<file path="src/rtl/stopwatch_bcd_if.sv">
// Control pulses and display outputs of the BCD stopwatch, bundled for the
// display stage (master) and the stopwatch core (slave).
interface stopwatch_bcd_if;
   logic       slow_clock;
   logic       start_stop;
   logic       clear;
   logic       lap;
   logic [3:0] sec_ones;
   logic [3:0] sec_tens;
   logic [3:0] min_ones;
   logic [3:0] min_tens;
   logic       running;
   logic       lap_active;
   logic       wrap;

   modport master (
      output slow_clock, start_stop, clear, lap,
      input  sec_ones, sec_tens, min_ones, min_tens, running, lap_active, wrap
   );

   modport slave (
      input  slow_clock, start_stop, clear, lap,
      output sec_ones, sec_tens, min_ones, min_tens, running, lap_active, wrap
   );
endinterface

</file>
<file path="src/rtl/stopwatch_bcd.sv">
// MM:SS BCD stopwatch advanced by rising edges of the divider's slow_clock,
// with start/stop, clear and lap-hold control.
module stopwatch_bcd #(
   parameter int MAX_MIN = 59
) (
   input logic          clk,
   input logic          rst_n,
   stopwatch_bcd_if.slave sw
);

   typedef enum logic [1:0] {
      IDLE  = 2'd0,
      RUN   = 2'd1,
      PAUSE = 2'd2
   } state_t;

   localparam logic [3:0] MAX_TENS = 4'(MAX_MIN / 10);
   localparam logic [3:0] MAX_ONES = 4'(MAX_MIN % 10);

   state_t     state, state_next;
   logic       slow_q;
   logic       tick;
   logic [3:0] s1, s10, m1, m10;
   logic [3:0] s1_next, s10_next, m1_next, m10_next;
   logic       wrap_next;
   logic       wrap_q;
   logic       lap_active_q;
   logic [3:0] disp_s1, disp_s10, disp_m1, disp_m10;

   assign tick = sw.slow_clock & ~slow_q;

   always_ff @(posedge clk or negedge rst_n) begin
      if (!rst_n) begin
         state  <= IDLE;
         slow_q <= 1'b0;
      end else begin
         state  <= state_next;
         slow_q <= sw.slow_clock;
      end
   end

   // Ticks are judged against the current state, so a start on a tick is not counted.
   always_comb begin
      state_next = state;
      if (sw.clear) begin
         state_next = IDLE;
      end else if (sw.start_stop) begin
         case (state)
            IDLE:    state_next = RUN;
            RUN:     state_next = PAUSE;
            PAUSE:   state_next = RUN;
            default: state_next = IDLE;
         endcase
      end
   end

   always_comb begin
      s1_next   = s1;
      s10_next  = s10;
      m1_next   = m1;
      m10_next  = m10;
      wrap_next = 1'b0;
      if (sw.clear) begin
         s1_next  = 4'd0;
         s10_next = 4'd0;
         m1_next  = 4'd0;
         m10_next = 4'd0;
      end else if (tick && state == RUN) begin
         if (s1 != 4'd9) begin
            s1_next = s1 + 4'd1;
         end else begin
            s1_next = 4'd0;
            if (s10 != 4'd5) begin
               s10_next = s10 + 4'd1;
            end else begin
               s10_next = 4'd0;
               // Minutes are compared as two BCD digits against MAX_MIN.
               if (m10 == MAX_TENS && m1 == MAX_ONES) begin
                  m1_next   = 4'd0;
                  m10_next  = 4'd0;
                  wrap_next = 1'b1;
               end else if (m1 != 4'd9) begin
                  m1_next = m1 + 4'd1;
               end else begin
                  m1_next  = 4'd0;
                  m10_next = m10 + 4'd1;
               end
            end
         end
      end
   end

   always_ff @(posedge clk or negedge rst_n) begin
      if (!rst_n) begin
         s1     <= 4'd0;
         s10    <= 4'd0;
         m1     <= 4'd0;
         m10    <= 4'd0;
         wrap_q <= 1'b0;
      end else begin
         s1     <= s1_next;
         s10    <= s10_next;
         m1     <= m1_next;
         m10    <= m10_next;
         wrap_q <= wrap_next;
      end
   end

   // Lap captures the pre-tick count; releasing it reloads from the live counter.
   always_ff @(posedge clk or negedge rst_n) begin
      if (!rst_n) begin
         lap_active_q <= 1'b0;
         disp_s1      <= 4'd0;
         disp_s10     <= 4'd0;
         disp_m1      <= 4'd0;
         disp_m10     <= 4'd0;
      end else if (sw.clear) begin
         lap_active_q <= 1'b0;
         disp_s1      <= 4'd0;
         disp_s10     <= 4'd0;
         disp_m1      <= 4'd0;
         disp_m10     <= 4'd0;
      end else if (sw.lap && state != IDLE) begin
         lap_active_q <= ~lap_active_q;
         disp_s1      <= s1;
         disp_s10     <= s10;
         disp_m1      <= m1;
         disp_m10     <= m10;
      end else if (!lap_active_q) begin
         disp_s1      <= s1;
         disp_s10     <= s10;
         disp_m1      <= m1;
         disp_m10     <= m10;
      end
   end

   assign sw.sec_ones   = disp_s1;
   assign sw.sec_tens   = disp_s10;
   assign sw.min_ones   = disp_m1;
   assign sw.min_tens   = disp_m10;
   assign sw.running    = (state == RUN);
   assign sw.lap_active = lap_active_q;
   assign sw.wrap       = wrap_q;

endmodule

</file>
<file path="src/flat_wrapper.sv">
// flat-port wrapper written by rule: the top's interface ports become plain ports
module stopwatch_bcd_flat 
#(
   parameter int MAX_MIN = 59
)
  (clk, rst_n, sw_slow_clock, sw_start_stop, sw_clear, sw_lap, sw_sec_ones, sw_sec_tens, sw_min_ones, sw_min_tens, sw_running, sw_lap_active, sw_wrap);
  stopwatch_bcd_if sw_i ();
  input logic clk;
  input logic rst_n;
  input wire logic [$bits(sw_i.slow_clock)-1:0] sw_slow_clock;
  input wire logic [$bits(sw_i.start_stop)-1:0] sw_start_stop;
  input wire logic [$bits(sw_i.clear)-1:0] sw_clear;
  input wire logic [$bits(sw_i.lap)-1:0] sw_lap;
  output wire logic [$bits(sw_i.sec_ones)-1:0] sw_sec_ones;
  output wire logic [$bits(sw_i.sec_tens)-1:0] sw_sec_tens;
  output wire logic [$bits(sw_i.min_ones)-1:0] sw_min_ones;
  output wire logic [$bits(sw_i.min_tens)-1:0] sw_min_tens;
  output wire logic [$bits(sw_i.running)-1:0] sw_running;
  output wire logic [$bits(sw_i.lap_active)-1:0] sw_lap_active;
  output wire logic [$bits(sw_i.wrap)-1:0] sw_wrap;
  assign sw_i.slow_clock = sw_slow_clock;
  assign sw_i.start_stop = sw_start_stop;
  assign sw_i.clear = sw_clear;
  assign sw_i.lap = sw_lap;
  assign sw_sec_ones = sw_i.sec_ones;
  assign sw_sec_tens = sw_i.sec_tens;
  assign sw_min_ones = sw_i.min_ones;
  assign sw_min_tens = sw_i.min_tens;
  assign sw_running = sw_i.running;
  assign sw_lap_active = sw_i.lap_active;
  assign sw_wrap = sw_i.wrap;
  stopwatch_bcd #(.MAX_MIN(MAX_MIN)) u_core (.clk(clk), .rst_n(rst_n), .sw(sw_i));
endmodule
</file>
<file path="config.mk">
export PLATFORM = sky130hd
export DESIGN_NAME = stopwatch_bcd_flat
export DESIGN_NICKNAME = d
export VERILOG_FILES = /design/src/rtl/stopwatch_bcd_if.sv /design/src/rtl/stopwatch_bcd.sv /design/src/flat_wrapper.sv
export SDC_FILE = /design/constraint.sdc
export NUM_CORES = 1
export LEC_CHECK = 0
export CORE_ASPECT_RATIO = 0.8
export CORE_MARGIN = 2
export CORE_UTILIZATION = 40
export CTS_BUF_LIST = sky130_fd_sc_hd__clkbuf_8
export DETAILED_ROUTE_END_ITERATION = 7
export HOLD_SLACK_MARGIN = 0.02
export SYNTH_ARGS = -nofsm -noshare
export SYNTH_HDL_FRONTEND = slang
export SYNTH_SLANG_ARGS = --single-unit
</file>
<file path="constraint.sdc">
create_clock -name clk -period 2.95 [get_ports clk]
set_input_delay 0.295 -clock clk [delete_from_list [all_inputs] [get_ports clk]]
set_output_delay 0.295 -clock clk [all_outputs]
set_load 0.02 [all_outputs]
</file>
==> run metrics, run 1 <==
run status completed; worst setup path start u_core.s1[1]; NumNets Final 220; placer congestion estimate 0.8190; Max Clock Freq 0.5132 GHz; sequential fraction of the synthesis area 51.28%; GRT Overall Usage 15.54%; Worst R2R End u_core.s10[3]; Critical Path RT 3.16 ns; CP Max Fanout 8; worst relative slew slack 68.29%; Worst setup EP type register; share of layout cells above drive strength 1 8.696%; Area Growth Syn to Fin 22.87%; initial core utilization 42.42%; Post-Synth Simple-Gate Area 24.39%; die width 79.12 microns; Leak 0.9490 nW; flop2flop setup slack 1.00 ns; post-synthesis mux area share 2.841%; final hold vios 0; peak supply drop 0.4054 mV; drt pass-1 iters 4; RSZ-0062 raised after global routing false; Port Buffers 24; Setup Buffers After CTS 0; Die Ht 64.09 microns; Mapped Cells 182; CTS root buf clkbuf_8; R2R Path Start u_core.s1[1]; initial antenna violation count 0; Routed wire per std cell 13.05 microns; final core occ 52.12%; Max Cap Violations 0; critical path endpoint u_core.s10[3]; fill cell count 397; row count 21; global-route wire length before repair 6.127 mm; final setup vio count 0; post-CTS sizing 0; routed vias 1341; worst min path class primary input to asynchronous set/reset pin; Final min period 1.948 ns; largest net degree at the start of global routing 38; final max-slew violation count 0; Slew @ Worst Pin 0.4757 ns; DR iter-0 viols 96; Worst R2R Path Depth 6; Yosys Warn Count 0; largest family of logic cells by synthesized area simple AND/OR/NAND/NOR gates; DRT antenna net count 0; Clock Latency Late Sink 0.29 ns; Post-Synth XOR/XNOR Area 0.9702%; Yosys cell types 36; Post-Synth Adder-Cell Area 5.544%; drt total wl 3.444 mm; Core Footprint 0.004257 sq mm; Seq cells post-synth 37; vias in the first global route 1344; CP Class register to register; final period utilization 66.05%; clock sinks 37; number of I/O pins 25; Synth Area in Compound Gates 11.64%; die area 0.005070 sq mm; Num CTS Buffers 5; maximum buffer depth of the clock tree 2; Post-Syn Area 0.001805 sq mm; syn_area_per_cell 9.920 sq um; Worst-path clk slew 0.08 ns; setup TNS 0 ns; ant diodes 0; commonest non-fill, non-tap cell in the layout dfrtp_1; WP data arrival 2.16 ns; DRC viols 0; most frequent cells in the layout 37 x dfrtp_1, 24 x clkdlybuf4s50_1, 23 x nand2_1; Via density 5.080; total grt overflow 0; CTS tree yes; Setup crit start kind register; power per standard cell area 466.7 mW/mm^2; Post-DP HPWL 2.339 mm; H-Tree Depth 2; hold buffer count at CTS 0; Clock Skew 0.006704 ns; syn nets 196
==> synth_stat cells <==
master	instances	area (sq um)
nand4bb_1	1	11.26
ha_1	8	100.1
nand2b_1	9	56.30
inv_1	5	18.77
or4b_1	1	10.01
nand4_4	1	21.27
o31ai_1	4	30.03
or4_1	2	15.01
xnor2_1	1	8.760
and3b_2	2	20.02
nor4_1	1	6.260
mux2i_1	4	40.04
nand2_1	23	86.33
and3_1	1	6.260
and2_1	1	6.260
o21ai_0	20	100.1
dfrtp_1	37	925.9
a31oi_1	1	6.260
a31o_2	1	8.760
xor2_1	1	8.760
clkbuf_4	1	7.510
or2b_1	2	15.01
nor2_1	13	48.80
and4b_1	1	10.01
a21oi_1	11	55.05
nand3_1	3	15.01
o21ba_2	1	10.01
nor3_1	4	20.02
mux2_2	1	11.26
nand4_1	1	6.260
nor2b_1	3	18.77
or3_1	4	25.02
clkbuf_1	9	33.78
and3b_1	2	17.52
and4bb_4	1	16.27
nand4b_1	1	8.760
==> layout make-up <==
class / count / area, sq um / share of cell area, %
timing repair buffer: 27 / 262.8 / 11.84
tap: 57 / 71.32 / 3.215
clock inverter: 2 / 37.54 / 1.692
sequential: 37 / 925.9 / 41.74
multi-input combinational: 130 / 819.5 / 36.94
inverter: 5 / 18.77 / 0.8460
clock buffer: 6 / 82.58 / 3.723
==> per-layer routing <==
metal  vias up  part of all wire (%)  track usage [%]
li1        676                     -                -
met1       633                    50            20.27
met2        25                    45            24.79
met3         7                   3.9            3.955
met4         0                   1.7            6.250
met5         -                     0                0
==> report_power, final <==
part           leakage [nW]  switching, mW  total [mW]  internal [mW]
clock                0.0574          0.181       0.456          0.275
sequential            0.513        0.00587       0.518          0.512
combinational         0.379         0.0370      0.0614         0.0244
total                 0.949          0.224        1.04          0.811
==> flip-flops by register name (all words and copies together), names as in the netlist, 2 cells and up <==
| register | count |
|---|---|
| u_core.sw.sec_ones | 4 |
| u_core.s10 | 4 |
| u_core.s1 | 4 |
| u_core.state | 2 |
| u_core.sw.min_ones | 4 |
| u_core.m1 | 4 |
| u_core.m10 | 4 |
| u_core.sw.min_tens | 4 |
| u_core.sw.sec_tens | 4 |
==> metrics by stage <==
step | std cells | hold slack [ns] | area (sq um) | power, mW | setup WS, ns
after detailed placement | 256 | 0.4686 | 2098 | 0.5905 | 0.9533
after global routing | 264 | 0.4885 | 2218 | 1.072 | 0.8769
after global placement | 256 | 0.4584 | 2098 | 0.5887 | 0.9926
final | 264 | 0.4193 | 2218 | 1.035 | 1.002
after floorplan | 182 | -0.0005911 | 1805 | 0.5582 | 1.222
after CTS | 264 | 0.4410 | 2218 | 1.049 | 1.013
==> worst max-delay path, cell delays in order, from the launching register on <==
cell and delay (ns):
dfrtp_1 0.42, inv_1 0.09, ha_1 0.16, and3b_1 0.34, nand2_1 0.23, or4_1 0.52
a21oi_1 0.13
==> how the worst min path moves through the flow <==
stage	start	to	slack [ns]	cells past startpoint
6_report	rst_n	u_core.m1[2]	0.42	2
5_1_grt	rst_n	u_core.m1[2]	0.49	2
4_1_cts	rst_n	u_core.m1[2]	0.44	2
3_5_place_dp	u_core.sw.min_tens[1]	u_core.sw.min_tens[1]	0.47	2
3_3_place_gp	u_core.sw.min_tens[1]	u_core.sw.min_tens[1]	0.46	2
2_1_floorplan	rst_n	u_core.m10[0]	-0.0006	0
==> logic make-up (layout without fill, tap and decap cells) <==
logic type,count (synthesis),in the layout
simple gates,77,77
compound gates,38,38
flops,37,37
buf+inv,15,40
fa+ha+maj,8,8
mux,5,5
xor+xnor,2,2
No activity file was read; power rests on OpenSTA's default activity.
==> inputs of run 2 (changes only) <==
Clock period 2.95 ns to 1.9 ns, I/O delays scaled along.
==> run metrics, run 2 (synthesized netlist as in run 1, its figures left out) <==
run status completed (unchanged); most frequent cells in the layout 37 x dfrtp_1, 24 x clkdlybuf4s50_1, 22 x nand2_1 (was 37 x dfrtp_1, 24 x clkdlybuf4s50_1, 23 x nand2_1); Slowest-stage cell, CP or4_4 (was or4_1); share of layout cells above drive strength 1 15.21% (was 8.696%); flop2flop setup slack 0.05 ns (was 1.00 ns); maximum buffer depth of the clock tree 2 (unchanged); final period utilization 97.47% (was 66.05%); CP Class register to register (unchanged); Worst R2R Path Depth 6 (unchanged); Crit path buffers/inverters 1 (unchanged); Port Buffers 24 (unchanged); final hold vios 0 (unchanged); R2R Path Start u_core.m1[1] (was u_core.s1[1]); initial antenna violation count 0 (unchanged); Final min period 1.852 ns (was 1.948 ns); Post-DP HPWL 2.657 mm (was 2.339 mm); number of I/O pins 25 (unchanged); Via density 5.135 (was 5.080); Crit path depth 6 (unchanged); Worst R2R End u_core.m10[3] (was u_core.s10[3]); WP data arrival 2.08 ns (was 2.16 ns); H-Tree Depth 2 (unchanged); peak supply drop 0.4463 mV (was 0.4054 mV); Seq. cell area 925.9 sq um (unchanged); final setup vio count 0 (unchanged); Num CTS Buffers 5 (unchanged); placer congestion estimate 0.7583 (was 0.8190); Critical Path RT 2.13 ns (was 3.16 ns); power per standard cell area 700.2 mW/mm^2 (was 466.7 mW/mm^2); Tot Pwr 1.623 mW (was 1.035 mW); die area 0.005070 sq mm (unchanged); CTS root buf clkbuf_8 (unchanged); CTS tree yes (unchanged); row count 21 (unchanged); NumNets Final 230 (was 220); DR iter-0 viols 117 (was 96); Core Footprint 0.004257 sq mm (unchanged); drt pass-1 iters 4 (unchanged); DRC viols 0 (unchanged); die width 79.12 microns (unchanged); clock sinks 37 (unchanged); vias in the first global route 1384 (was 1344); Clock Latency Late Sink 0.29 ns (about the same); commonest non-fill, non-tap cell in the layout dfrtp_1 (unchanged); fill cell count 393 (was 397); Clock Skew 0.008009 ns (was 0.006704 ns); Setup crit start kind register (unchanged); total grt overflow 0 (unchanged); Leak 1.007 nW (was 0.9490 nW); GRT Overall Usage 16.58% (was 15.54%); Worst-path clk slew 0.08 ns (about the same); CP max stage delay 0.49 ns (was 0.52 ns); CP Max Fanout 5 (was 8); worst setup path start u_core.m1[1] (was u_core.s1[1]); final max-slew violation count 0 (unchanged); initial core utilization 42.42% (unchanged); routed vias 1407 (was 1341); hold buffer count at CTS 0 (unchanged); crit-path cells inv_1 > ha_1 > and3b_2 > and4b_1 > or4_4 > a21oi_2 (was inv_1 > ha_1 > and3b_1 > nand2_1 > or4_1 > a21oi_1); setup TNS 0 ns (unchanged); DRT antenna net count 0 (unchanged); Max Clock Freq 0.5400 GHz (was 0.5132 GHz); CP top delay family simple AND/OR/NAND/NOR gates (unchanged); Routed wire per std cell 13.69 microns (was 13.05 microns); Die Ht 64.09 microns (unchanged); Slew @ Worst Pin 0.4674 ns (was 0.4757 ns); Area Growth Syn to Fin 28.41% (was 22.87%); global-route wire length before repair 6.396 mm (was 6.127 mm); worst min path class primary input to asynchronous set/reset pin (unchanged); critical path endpoint u_core.m10[3] (was u_core.s10[3]); Max Cap Violations 0 (unchanged); largest net degree at the start of global routing 38 (unchanged); Multi-input gate area 832.0 sq um (was 819.5 sq um); drt total wl 3.750 mm (was 3.444 mm); worst relative slew slack 68.84% (was 68.29%); ant diodes 0 (unchanged); Worst setup EP type register (unchanged)
[run 2: cell types whose count changed in the layout (fill, tap and decap cells not counted), sizes merged]
cell	delta
buf	+10
[run 2: report_power, final]
| group | internal, mW | switching (mW) |
|---|---|---|
| Combinational | 0.0432 | 0.0596 |
| Sequential | 0.795 | 0.00789 |
| Clock | 0.427 | 0.291 |
[run 2: metal layers]
layer	up-vias	wire length, microns	global-route usage [%]
li1	695	-	-
met1	660	1801	21.85
met2	41	1709	26.06
met3	11	152	3.814
met4	0	87	7.543
met5	-	0	0
[run 2: cell type report]
cell class | count | area share (%)
clock buffer | 6 | 3.562
sequential | 37 | 39.94
clock inverter | 2 | 1.619
tap | 57 | 3.076
inverter | 5 | 0.8095
multi-input combinational | 130 | 35.89
timing repair buffer | 37 | 15.11
[run 2: worst min path at each step]
stage                          start               endpoint  slack [ns]
2_1_floorplan                  rst_n          u_core.m10[0]       -0.11
3_3_place_gp   u_core.sw.min_tens[1]  u_core.sw.min_tens[1]        0.46
3_5_place_dp   u_core.sw.min_tens[1]  u_core.sw.min_tens[1]        0.46
4_1_cts                        rst_n  u_core.sw.min_tens[1]        0.33
5_1_grt                        rst_n          u_core.m10[2]        0.35
6_report                       rst_n        u_core.state[1]        0.31
[run 2: repair_timing]
action	4_1_cts	5_1_grt
setup endpoints to repair	0	7
gates resized for setup	0	5
buffers inserted	0	5
[run 2: stage by stage]
step	utilization [%]	worst slack (ns)	instance area (sq um)	instances	hold slack (ns)
finish	54.47	0.04811	2318	274	0.3060
global route	54.47	-0.02765	2318	274	0.3464
CTS	53.29	0.01933	2268	269	0.3312
detailed placement	50.47	0.0003061	2148	261	0.4643
global placement	50.47	0.05944	2148	261	0.4597
floorplan	-	0.1721	1805	182	-0.1056
==> inputs of run 3 (changes only) <==
Settings changed: PLACE_DENSITY_LB_ADDON set to 0.05.
==> run metrics, run 3 (synthesized netlist as in run 1, its figures left out) <==
run status completed (unchanged); fin area 0.002290 sq mm (was 0.002318 sq mm); Cell Count, Final, Fillers Out 272 (was 274); Core Footprint 0.004257 sq mm (unchanged); final period utilization 95.94% (was 97.47%); number of I/O pins 25 (unchanged); CTS root buf clkbuf_8 (unchanged); ant diodes 0 (unchanged); commonest non-fill, non-tap cell in the layout dfrtp_1 (unchanged); final max-slew violation count 0 (unchanged); Num CTS Buffers 5 (unchanged); clock sinks 37 (unchanged); GRT Overall Usage 15.67% (was 16.58%); global-route wire length before repair 6.182 mm (was 6.396 mm); initial antenna violation count 0 (unchanged); NumNets Final 228 (was 230); Post-DP Area 0.002148 sq mm (unchanged); H-Tree Depth 2 (unchanged); final setup vio count 0 (unchanged); final hold vios 0 (unchanged); CP Max Fanout 5 (unchanged); Clock Skew 0.008815 ns (was 0.008009 ns); DRT antenna net count 0 (unchanged); total grt overflow 0 (unchanged); Setup crit start kind register (unchanged); die width 79.12 microns (unchanged); placer congestion estimate 0.8001 (was 0.7583); Routed wire per std cell 13.07 microns (was 13.69 microns); largest net degree at the start of global routing 38 (unchanged); crit-path cells inv_1 > ha_1 > and3b_2 > and4b_1 > or4_1 > a21oi_1 (was inv_1 > ha_1 > and3b_2 > and4b_1 > or4_4 > a21oi_2); Max Clock Freq 0.5486 GHz (was 0.5400 GHz); share of layout cells above drive strength 1 13.02% (was 15.21%); Port Buffers 24 (unchanged); Leak 0.9909 nW (was 1.007 nW); Area Growth Syn to Fin 26.82% (was 28.41%); WP data arrival 2.04 ns (was 2.08 ns); drt pass-1 iters 4 (unchanged); Post-DP HPWL 2.585 mm (was 2.657 mm); Worst Hold Slack 0.3188 ns (was 0.3060 ns); DRC viols 0 (unchanged); CTS tree yes (unchanged); CP Class register to register (unchanged); row count 21 (unchanged); maximum buffer depth of the clock tree 2 (unchanged); CP max stage delay 0.46 ns (was 0.49 ns); final core occ 53.79% (was 54.47%); RSZ-0062 raised after global routing false; placed insts 261 (unchanged); Slew @ Worst Pin 0.4518 ns (was 0.4674 ns); Critical Path RT 2.12 ns (was 2.13 ns); peak supply drop 0.4146 mV (was 0.4463 mV); initial core utilization 42.42% (unchanged); most frequent cells in the layout 37 x dfrtp_1, 24 x clkdlybuf4s50_1, 22 x nand2_1 (unchanged); worst relative slew slack 69.88% (was 68.84%); Die Ht 64.09 microns (unchanged); routed vias 1371 (was 1407); die area 0.005070 sq mm (unchanged); Slowest-stage cell, CP or4_1 (was or4_4); worst min path class primary input to asynchronous set/reset pin (unchanged); setup TNS 0 ns (unchanged); DR iter-0 viols 79 (was 117); Clock Latency Late Sink 0.29 ns (about the same); drt total wl 3.556 mm (was 3.750 mm); Worst-path clk slew 0.08 ns (about the same); vias in the first global route 1314 (was 1384); Final min period 1.823 ns (was 1.852 ns); power per standard cell area 691.1 mW/mm^2 (was 700.2 mW/mm^2); Max Cap Violations 0 (unchanged); Worst setup EP type register (unchanged); Via density 5.040 (was 5.135)
-- run 3: critical path: cells and delay by family (launching register included) --
kind	cells	cell delay, ns
buf+inv	1	0.08
fa+ha+maj	1	0.19
compound gates	1	0.13
simple gates	3	0.94
flops	1	0.42
-- run 3: worst paths after layout --
path / startpoint / to / slack (ns) / depth (start not counted)
worst max-delay path: u_core.m1[1] / u_core.m10[3] / 0.08 / 6
worst min-delay path: rst_n / u_core.sw.min_tens[3] / 0.32 / 2
worst max register to register: u_core.m1[1] / u_core.m10[3] / 0.08 / 6
worst min register to register: u_core.sw.min_ones[0] / u_core.sw.min_ones[0] / 0.48 / 2
max in group asynchronous: rst_n / u_core.s1[0] / 1.26 / 2
min in group clk: sw_slow_clock / u_core.slow_q / 0.43 / 1
-- run 3: layout make-up --
| type | count | area, sq um |
|---|---|---|
| Clock buffer | 5 | 68.82 |
| Inverter | 5 | 18.77 |
| Sequential cell | 37 | 925.9 |
| Tap cell | 57 | 71.32 |
| Multi-Input combinational cell | 130 | 823.3 |
| Timing Repair Buffer | 35 | 335.3 |
| Fill cell | 398 | 1967 |
| Clock inverter | 3 | 46.29 |
-- run 3: report_power, final --
group | switching (mW) | internal (mW)
clock network | 0.284 | 0.393
logic | 0.0587 | 0.0433
registers | 0.00847 | 0.795
-- run 3: repair_timing --
action | 4_1_cts | 5_1_grt
setup buffers | 0 | 3
endpoints found under the setup margin | 0 | 4
hold buffers | 0 | 0
resized for setup | 0 | 2
-- run 3: through the flow --
step	worst slack (ns)	total power, mW
after global routing	0.00004974	1.658
final	0.07707	1.582
after detailed placement	0.02624	0.9236
after CTS	0.04813	1.611
after global placement	0.05837	0.9210
after floorplan	0.1721	0.8666
-- run 3: layer usage --
metal  vias to the layer above  GRT usage, %  part of all wire, %
li1                        689             -                    -
met2                        31         22.56                   42
met3                         2         4.096                  4.8
met4                         0         5.172                 0.79
met1                       649         22.94                   52
met5                         -             0                    0
